[config.mk]
export PLATFORM = sky130hd
export DESIGN_NAME = square_root_sequencer_flat
export DESIGN_NICKNAME = d
export VERILOG_FILES = /design/src/rtl/square_root_sequencer_if.sv /design/src/rtl/square_root_sequencer.sv /design/src/flat_wrapper.sv
export SDC_FILE = /design/constraint.sdc
export NUM_CORES = 1
export LEC_CHECK = 0
export CAP_MARGIN = 25
export CORE_AREA = 2 2 39 41
export CTS_CLUSTER_SIZE = 30
export DETAILED_ROUTE_END_ITERATION = 12
export DIE_AREA = 0 0 41 43
export GPL_ROUTABILITY_DRIVEN = 1
export PLACE_DENSITY_LB_ADDON = 0.08
export SYNTH_ARGS = -nofsm -noshare
export SYNTH_HDL_FRONTEND = slang
export SYNTH_SLANG_ARGS = --single-unit
[constraint.sdc]
create_clock -name clock -period 1.05 [get_ports clock]
set_input_delay 0.2625 -clock clock [delete_from_list [all_inputs] [get_ports clock]]
set_output_delay 0.2625 -clock clock [all_outputs]
set_load 0.02 [all_outputs]
[src/rtl/square_root_sequencer_if.sv]
// Sequencer <-> datapath/top bundle: start request, trial sign in; control word, status out.
// master = start source / datapath side, slave = sequencer side.
interface square_root_sequencer_if #(
  parameter int WIDTH = 4
);
  localparam int N  = WIDTH / 2;
  localparam int CW = $clog2(N) + 1;

  logic          start;
  logic          trial_sign;
  logic [5:0]    control;
  logic          valid;
  logic          busy;
  logic [CW-1:0] iteration;

  modport master (
    output start,
    output trial_sign,
    input  control,
    input  valid,
    input  busy,
    input  iteration
  );

  modport slave (
    input  start,
    input  trial_sign,
    output control,
    output valid,
    output busy,
    output iteration
  );
endinterface

[src/rtl/square_root_sequencer.sv]
// Restoring square-root control FSM: start -> LOAD, N x (SHIFT,TRIAL,COMMIT), DONE pulses valid 3N+2 cycles later.
// start while busy is dropped unless SQRT_SEQ_START_QUEUE_EN adds a one-deep pending request.
module square_root_sequencer #(
  parameter int WIDTH = 4
) (
  input logic                    clock,
  input logic                    reset,
  square_root_sequencer_if.slave bus
);
  localparam int N  = WIDTH / 2;
  localparam int CW = $clog2(N) + 1;
  localparam logic [CW-1:0] LAST = CW'(N - 1);

  typedef enum logic [2:0] {
    IDLE   = 3'd0,
    LOAD   = 3'd1,
    SHIFT  = 3'd2,
    TRIAL  = 3'd3,
    COMMIT = 3'd4,
    DONE   = 3'd5
  } state_t;

  state_t        state, state_nxt;
  logic [CW-1:0] cnt, cnt_nxt;
  logic [5:0]    control;
  logic          valid;
  logic          busy;
  logic [CW-1:0] iteration;
  logic          relaunch;

`ifdef SQRT_SEQ_START_QUEUE_EN
  logic pending, pending_nxt;
`endif

  always_ff @(posedge clock) begin
    if (reset) begin
      state   <= IDLE;
      cnt     <= '0;
`ifdef SQRT_SEQ_START_QUEUE_EN
      pending <= 1'b0;
`endif
    end else begin
      state   <= state_nxt;
      cnt     <= cnt_nxt;
`ifdef SQRT_SEQ_START_QUEUE_EN
      pending <= pending_nxt;
`endif
    end
  end

  // A request arriving in DONE (or one queued earlier) chains straight into LOAD.
`ifdef SQRT_SEQ_START_QUEUE_EN
  assign relaunch = pending | bus.start;
`else
  assign relaunch = 1'b0;
`endif

  always_comb begin
    state_nxt = state;
    cnt_nxt   = cnt;
    control   = 6'b000000;
    valid     = 1'b0;
    busy      = 1'b1;
    iteration = '0;
    case (state)
      IDLE: begin
        busy = 1'b0;
        if (bus.start) state_nxt = LOAD;
      end
      LOAD: begin
        control   = 6'b000011;
        cnt_nxt   = '0;
        state_nxt = SHIFT;
      end
      SHIFT: begin
        control   = 6'b000100;
        iteration = cnt;
        state_nxt = TRIAL;
      end
      TRIAL: begin
        control   = 6'b001000;
        iteration = cnt;
        state_nxt = COMMIT;
      end
      COMMIT: begin
        // Digit accept is the only Mealy output; a 0 tells the datapath to restore.
        control[4] = ~bus.trial_sign;
        iteration  = cnt;
        if (cnt == LAST) begin
          state_nxt = DONE;
        end else begin
          cnt_nxt   = cnt + CW'(1);
          state_nxt = SHIFT;
        end
      end
      DONE: begin
        control   = 6'b100000;
        valid     = 1'b1;
        state_nxt = relaunch ? LOAD : IDLE;
      end
      default: begin
        busy      = 1'b0;
        state_nxt = IDLE;
      end
    endcase
  end

`ifdef SQRT_SEQ_START_QUEUE_EN
  always_comb begin
    pending_nxt = pending;
    if (state == DONE)      pending_nxt = 1'b0;
    else if (busy)          pending_nxt = pending | bus.start;
  end
`endif

  assign bus.control   = control;
  assign bus.valid     = valid;
  assign bus.busy      = busy;
  assign bus.iteration = iteration;
endmodule

[src/flat_wrapper.sv]
// flat-port wrapper written by rule: the top's interface ports become plain ports
module square_root_sequencer_flat 
#(
  parameter int WIDTH = 4
)
  (clock, reset, bus_start, bus_trial_sign, bus_control, bus_valid, bus_busy, bus_iteration);
  square_root_sequencer_if #(.WIDTH(WIDTH)) bus_i ();
  input logic clock;
  input logic reset;
  input wire logic [$bits(bus_i.start)-1:0] bus_start;
  input wire logic [$bits(bus_i.trial_sign)-1:0] bus_trial_sign;
  output wire logic [$bits(bus_i.control)-1:0] bus_control;
  output wire logic [$bits(bus_i.valid)-1:0] bus_valid;
  output wire logic [$bits(bus_i.busy)-1:0] bus_busy;
  output wire logic [$bits(bus_i.iteration)-1:0] bus_iteration;
  assign bus_i.start = bus_start;
  assign bus_i.trial_sign = bus_trial_sign;
  assign bus_control = bus_i.control;
  assign bus_valid = bus_i.valid;
  assign bus_busy = bus_i.busy;
  assign bus_iteration = bus_i.iteration;
  square_root_sequencer #(.WIDTH(WIDTH)) u_core (.clock(clock), .reset(reset), .bus(bus_i));
endmodule
==> out/metrics.cfg, run 1 <==
[logic_synthesis]
seq_area_frac_synth_pct = 27.30
synth_area_um2 = 366.6
syn_nets = 49
synth_top_area_share_pct = 27.30
yosysTopAreaCell = dfxtp_1
synth_area_leaders = dfxtp_1 (27%), a21oi_1 (6.8%), buf_4 (6.1%)
synth_seq_cells = 5
syn_inst = 44
yosysUniqueCellTypes = 22
ys_warn_count = 0
syn_avg_cell_area_um2 = 8.332

[power]
p_comb_share_pct = 41.9
power_density_nw_per_um2 = 926.1
power.internal_mw = 0.5079
vdd_drop_max_v = 0.0005603
power.share.sequential_pct = 28.9
power_mw = 0.7497
p_leak_nw = 0.3121
swShare_pct = 32.26
p_switching_mw = 0.2418
pwr-share-clk_pct = 29.3

[route]
first_iter_violations = 3
via_per_inst = 4.956
route.vias.total = 446
route.detailed.drc = 0
wl_mm = 1.108
ant_nets = 0
routedWlPerCell_um = 12.31
drt_pass1_iterations = 3

[clock_network]
cts_inserted_buffers = 3
cts-htree-levels = 1
path_clk_slew_ps = 50
cts_hold_buf = 0
cts_tree = built
cts_buffer_depth = 2
clkSinkCount = 5
clk_latency_ps = 240
cts_root_buf = clkbuf_4

[layout]
drive_gt1_share_pct = 79.73
fillCellCount = 121
diodes = 0
final_cell_mix = buf_4 (16), buf_6 (12), nor2_2 (3), clkbuf_4 (3), dfxtp_2 (3)
fin_nets = 80
final_common_cell = buf_4
final_cells = 90
area_delta_synth_final_pct = 120.8

[die]
die_w_um = 41
dieArea_um2 = 1763
start_util_pct = 26.49
core.rowCount = 14
core_area_um2 = 1384
ios = 14
fp.dieH_um = 43

[timing]
slew_headroom_pct = 85.31
tightest_slew_ps = 218.7
min_period_ps = 1376
hold_viol_final = 0
fmax_mhz = 726.7
drv_slew = 0
setup_ws_ps = -326.1
fin_crit_sh_pct = 131.1
skew_ps = 5.432
rsz0062_at_grt = true
finalSetupViolations = 15

[global_route]
antenna_found_initial = 0
overflow = 0
grt_pass1_wl_mm = 1.897
grt_pass1_vias = 448
grt_util_all_layers_pct = 16.18
grt_max_degree = 9

[hold_path]
hp-class = reg2reg
hold_start = u_core.cnt[1]

[worst_setup_path]
end_kind = output pin
critPathRequiredTime_ps = 790
r2r-start = u_core.cnt[1]
crit_arrival_ps = 1110
criticalPathCategory = reg2out
worst_setup_path_start_kind = register
path_cells = buf_6, nor3_2, a21oi_1, buf_4
cp-startpoint = u_core.state[1]
cp_max_fo = 5
cp_slowest_cell = dfxtp_4
critPathMaxStageDelay_ps = 360

[placement]
dp.cells = 83
gp_congestion = 0.7390
io_buffers = 13
dp_hpwl_um = 802.4

[run_status]
violations = setup timing
outcome = finished with violations

[job]
cap_violations = 0

power groups by stage:
| stage | Sequential, mW | Combinational [mW] | Clock [mW] |
|---|---|---|---|
| global placement | 0.216 | 0.240 | 0 |
| finish | 0.216 | 0.314 | 0.219 |
| detailed placement | 0.216 | 0.247 | 0 |
| global route | 0.218 | 0.340 | 0.247 |
| CTS | 0.214 | 0.277 | 0.224 |
| floorplan | 0.213 | 0.143 | 0 |
what timing repair did:
action | CTS | global route
setup endpoints to repair | 15 | 15
buffers inserted | 1 | 2
pin swaps | 5 | 9
gates resized for setup | 69 | 19
gates cloned | 0 | 0
final timing paths:
path | to | slack, ps | cells past startpoint
max | bus_busy | -330 | 4
min | u_core.cnt[1] | 530 | 2
max reg2reg | u_core.state[2] | -150 | 6
min reg2reg | u_core.cnt[1] | 530 | 2
stage by stage:
stage / setup TNS, ps / utilization [%] / area (um2) / setup slack [ps] / hold slack (ps)
after detailed placement: -6438 / 45.21 / 625.6 / -820.9 / 531.7
after CTS: -3540 / 51.63 / 714.4 / -330.0 / 570.7
after global routing: -4459 / 58.50 / 809.5 / -388.5 / 560.5
final: -3584 / 58.50 / 809.5 / -326.1 / 528.1
after global placement: -6108 / 45.21 / 625.6 / -815.5 / 505.8
after floorplan: -806.9 / - / 411.6 / -174.5 / 327.1
worst max-delay path: cells and delay by family, from the launching register on:
family	cells	cell delay (ps)
flops	1	360
compound gates	1	60
buf+inv	2	290
simple gates	1	170
logic make-up after synthesis:
kind of cell / Yosys count / share of synthesized area (%)
flops: 5 / 27.30
buf+inv: 8 / 15.36
simple gates: 18 / 31.06
compound gates: 12 / 22.87
fa+ha+maj: 1 / 3.412
state kept, by name, summed over array words and instances, names as in the netlist:
signal	count
u_core.cnt	2
u_core.state	3
synthesized netlist by cell type:
master and n:
nor2b_2 1, a211oi_2 1, a21oi_1 5, nor4b_2 1, nor4_1 2, nor3b_1 2, buf_6 2, buf_4 3
a32oi_1 1, nor3_1 2, inv_1 3, ha_1 1, o32ai_1 2, nand3b_1 1, o21ai_1 1, or2b_1 1
dfxtp_1 5, o31ai_1 1, o21bai_1 1, nand2b_1 1, nor2_1 5, and2_1 2
routing by layer:
layer | vias up | GRT usage (%) | wire, um
met3 | 2 | 3.141 | 37
met1 | 216 | 18.06 | 447
met2 | 10 | 26.25 | 615
met5 | - | 0 | 0
li1 | 218 | - | -
met4 | 0 | 10.00 | 8
layout make-up:
type	instances	area, um2	share of cell area [%]
multi-input cells	31	356.6	44.05
flip-flops and latches	5	111.4	13.76
inverters	3	11.26	1.391
repair buffers	31	284.0	35.08
clock buffers	4	26.28	3.246
well taps	16	20.02	2.473
Power figures use the tool's default switching activity.
==> inputs of run 2 (changes only) <==
MAX_ROUTING_LAYER = met4   (was not set)
==> out/metrics.cfg, run 2 (synthesis gave the netlist of run 1 again) <==
[power]
power.share.sequential_pct = 28.9
power_density_nw_per_um2 = 926.1
power.internal_mw = 0.5079
power_mw = 0.7497
p_switching_mw = 0.2418
pwr-share-clk_pct = 29.3
p_leak_nw = 0.3121
vdd_drop_max_v = 0.0005603
p_comb_share_pct = 41.9
swShare_pct = 32.26

[clock_network]
cts-htree-levels = 1
cts_buffer_depth = 2
cts_inserted_buffers = 3
path_clk_slew_ps = 50
clk_latency_ps = 240
clkSinkCount = 5
cts_tree = built
cts_hold_buf = 0
cts_root_buf = clkbuf_4

[timing]
hold_viol_final = 0
min_period_ps = 1376
timing.setup.tns_ps = -3584
drv_slew = 0
holdWs_ps = 528.1
fmax_mhz = 726.7
skew_ps = 5.432
slew_headroom_pct = 85.31
fin_crit_sh_pct = 131.1
tightest_slew_ps = 218.7
setup_ws_ps = -326.1
rsz0062_at_grt = true
finalSetupViolations = 15

[worst_setup_path]
path_buf_inv = 2
end_kind = output pin
worst_setup_path_start_kind = register
critPathMaxStageDelay_ps = 360
cp_slowest_cell = dfxtp_4
criticalPathCategory = reg2out
crit_arrival_ps = 1110
critPathRequiredTime_ps = 790
cp_max_fo = 5
path_cells = buf_6, nor3_2, a21oi_1, buf_4
critPathTopFamily = flip-flops

[route]
route.vias.total = 446
route.detailed.drc = 0
first_iter_violations = 3
routedWlPerCell_um = 12.31
ant_nets = 0
drt_pass1_iterations = 3
wl_mm = 1.108
via_per_inst = 4.956

[placement]
io_buffers = 13
placed_area_um2 = 625.6
gp_congestion = 0.7482
dp_hpwl_um = 802.4

[layout]
fin_area_um2 = 809.5
fillCellCount = 121
final_common_cell = buf_4
area_delta_synth_final_pct = 120.8
top_regs = u_core.state (3), u_core.cnt (2)
largest_reg_flops = 3
fin_nets = 80
final_cell_mix = buf_4 (16), buf_6 (12), nor2_2 (3), clkbuf_4 (3), dfxtp_2 (3)
final_util_pct = 58.50
drive_gt1_share_pct = 79.73
largest-register = u_core.state
diodes = 0

[global_route]
grt_util_all_layers_pct = 16.58
overflow = 0
grt_pass1_wl_mm = 1.897
grt_max_degree = 9
grt_pass1_vias = 449
antenna_found_initial = 0

[run_status]
violations = setup timing
outcome = finished with violations

[job]
cap_violations = 0

[die]
core.rowCount = 14
dieArea_um2 = 1763
fp.dieH_um = 43
core_area_um2 = 1384
die_w_um = 41
start_util_pct = 26.49
ios = 14

[hold_path]
hp-class = reg2reg

run 2: cell counts in the layout (fill, tap and decap cells not counted):
No cell type changed its count.
run 2: stage by stage:
step,setup WS (ps),std cells
after floorplan,-174.5,44
after global placement,-815.5,83
after detailed placement,-820.9,83
after CTS,-330.0,88
after global routing,-388.4,90
final,-326.1,90
run 2: final timing paths:
| path | from | end | slack (ps) | depth (start not counted) |
|---|---|---|---|---|
| hold / removal | u_core.cnt[1] | u_core.cnt[1] | 530 | 2 |
| setup / recovery | u_core.state[1] | bus_busy | -330 | 4 |
| setup reg to reg | u_core.cnt[1] | u_core.state[2] | -150 | 6 |
| hold reg to reg | u_core.cnt[1] | u_core.cnt[1] | 530 | 2 |
run 2: what timing repair did:
item / 4_1_cts / 5_1_grt
gates resized for setup: 69 / 19
pin swaps: 5 / 9
buffers inserted: 1 / 2
setup endpoints to repair: 15 / 15
run 2: cell type report:
cell class	instances	area (um2)	share of cell area [%]
Multi-Input combinational cell	31	356.6	44.05
Inverter	3	11.26	1.391
Tap cell	16	20.02	2.473
Sequential cell	5	111.4	13.76
Clock buffer	4	26.28	3.246
Timing Repair Buffer	31	284.0	35.08
run 2: power groups by stage:
| stage | clock (mW) | sequential (mW) | combinational (mW) |
|---|---|---|---|
| 3_5_place_dp | 0 | 0.216 | 0.247 |
| 3_3_place_gp | 0 | 0.216 | 0.240 |
| 4_1_cts | 0.224 | 0.214 | 0.277 |
| 2_1_floorplan | 0 | 0.213 | 0.143 |
| 6_report | 0.219 | 0.216 | 0.314 |
| 5_1_grt | 0.247 | 0.218 | 0.340 |
run 2: worst min-delay path, cell delays in order, from the launching register on:
cell and delay (ps):
dfxtp_2 340, a21oi_2 60, o32ai_2 80
run 2: per-layer routing:
metal  global-route usage, %  vias to the layer above  share of wire, %
li1                        -                      218                 -
met1                   18.06                      216                40
met4                   10.00                        0              0.72
met3                   3.141                        2               3.3
met2                   26.25                       10                56
met5                       -                        -                 0
==> inputs of run 3 (changes only) <==
HOLD_SLACK_MARGIN = 0.12   (was not set)
==> results of run 3 <==
Final layout, timing and power as in run 2 (identical DEF).
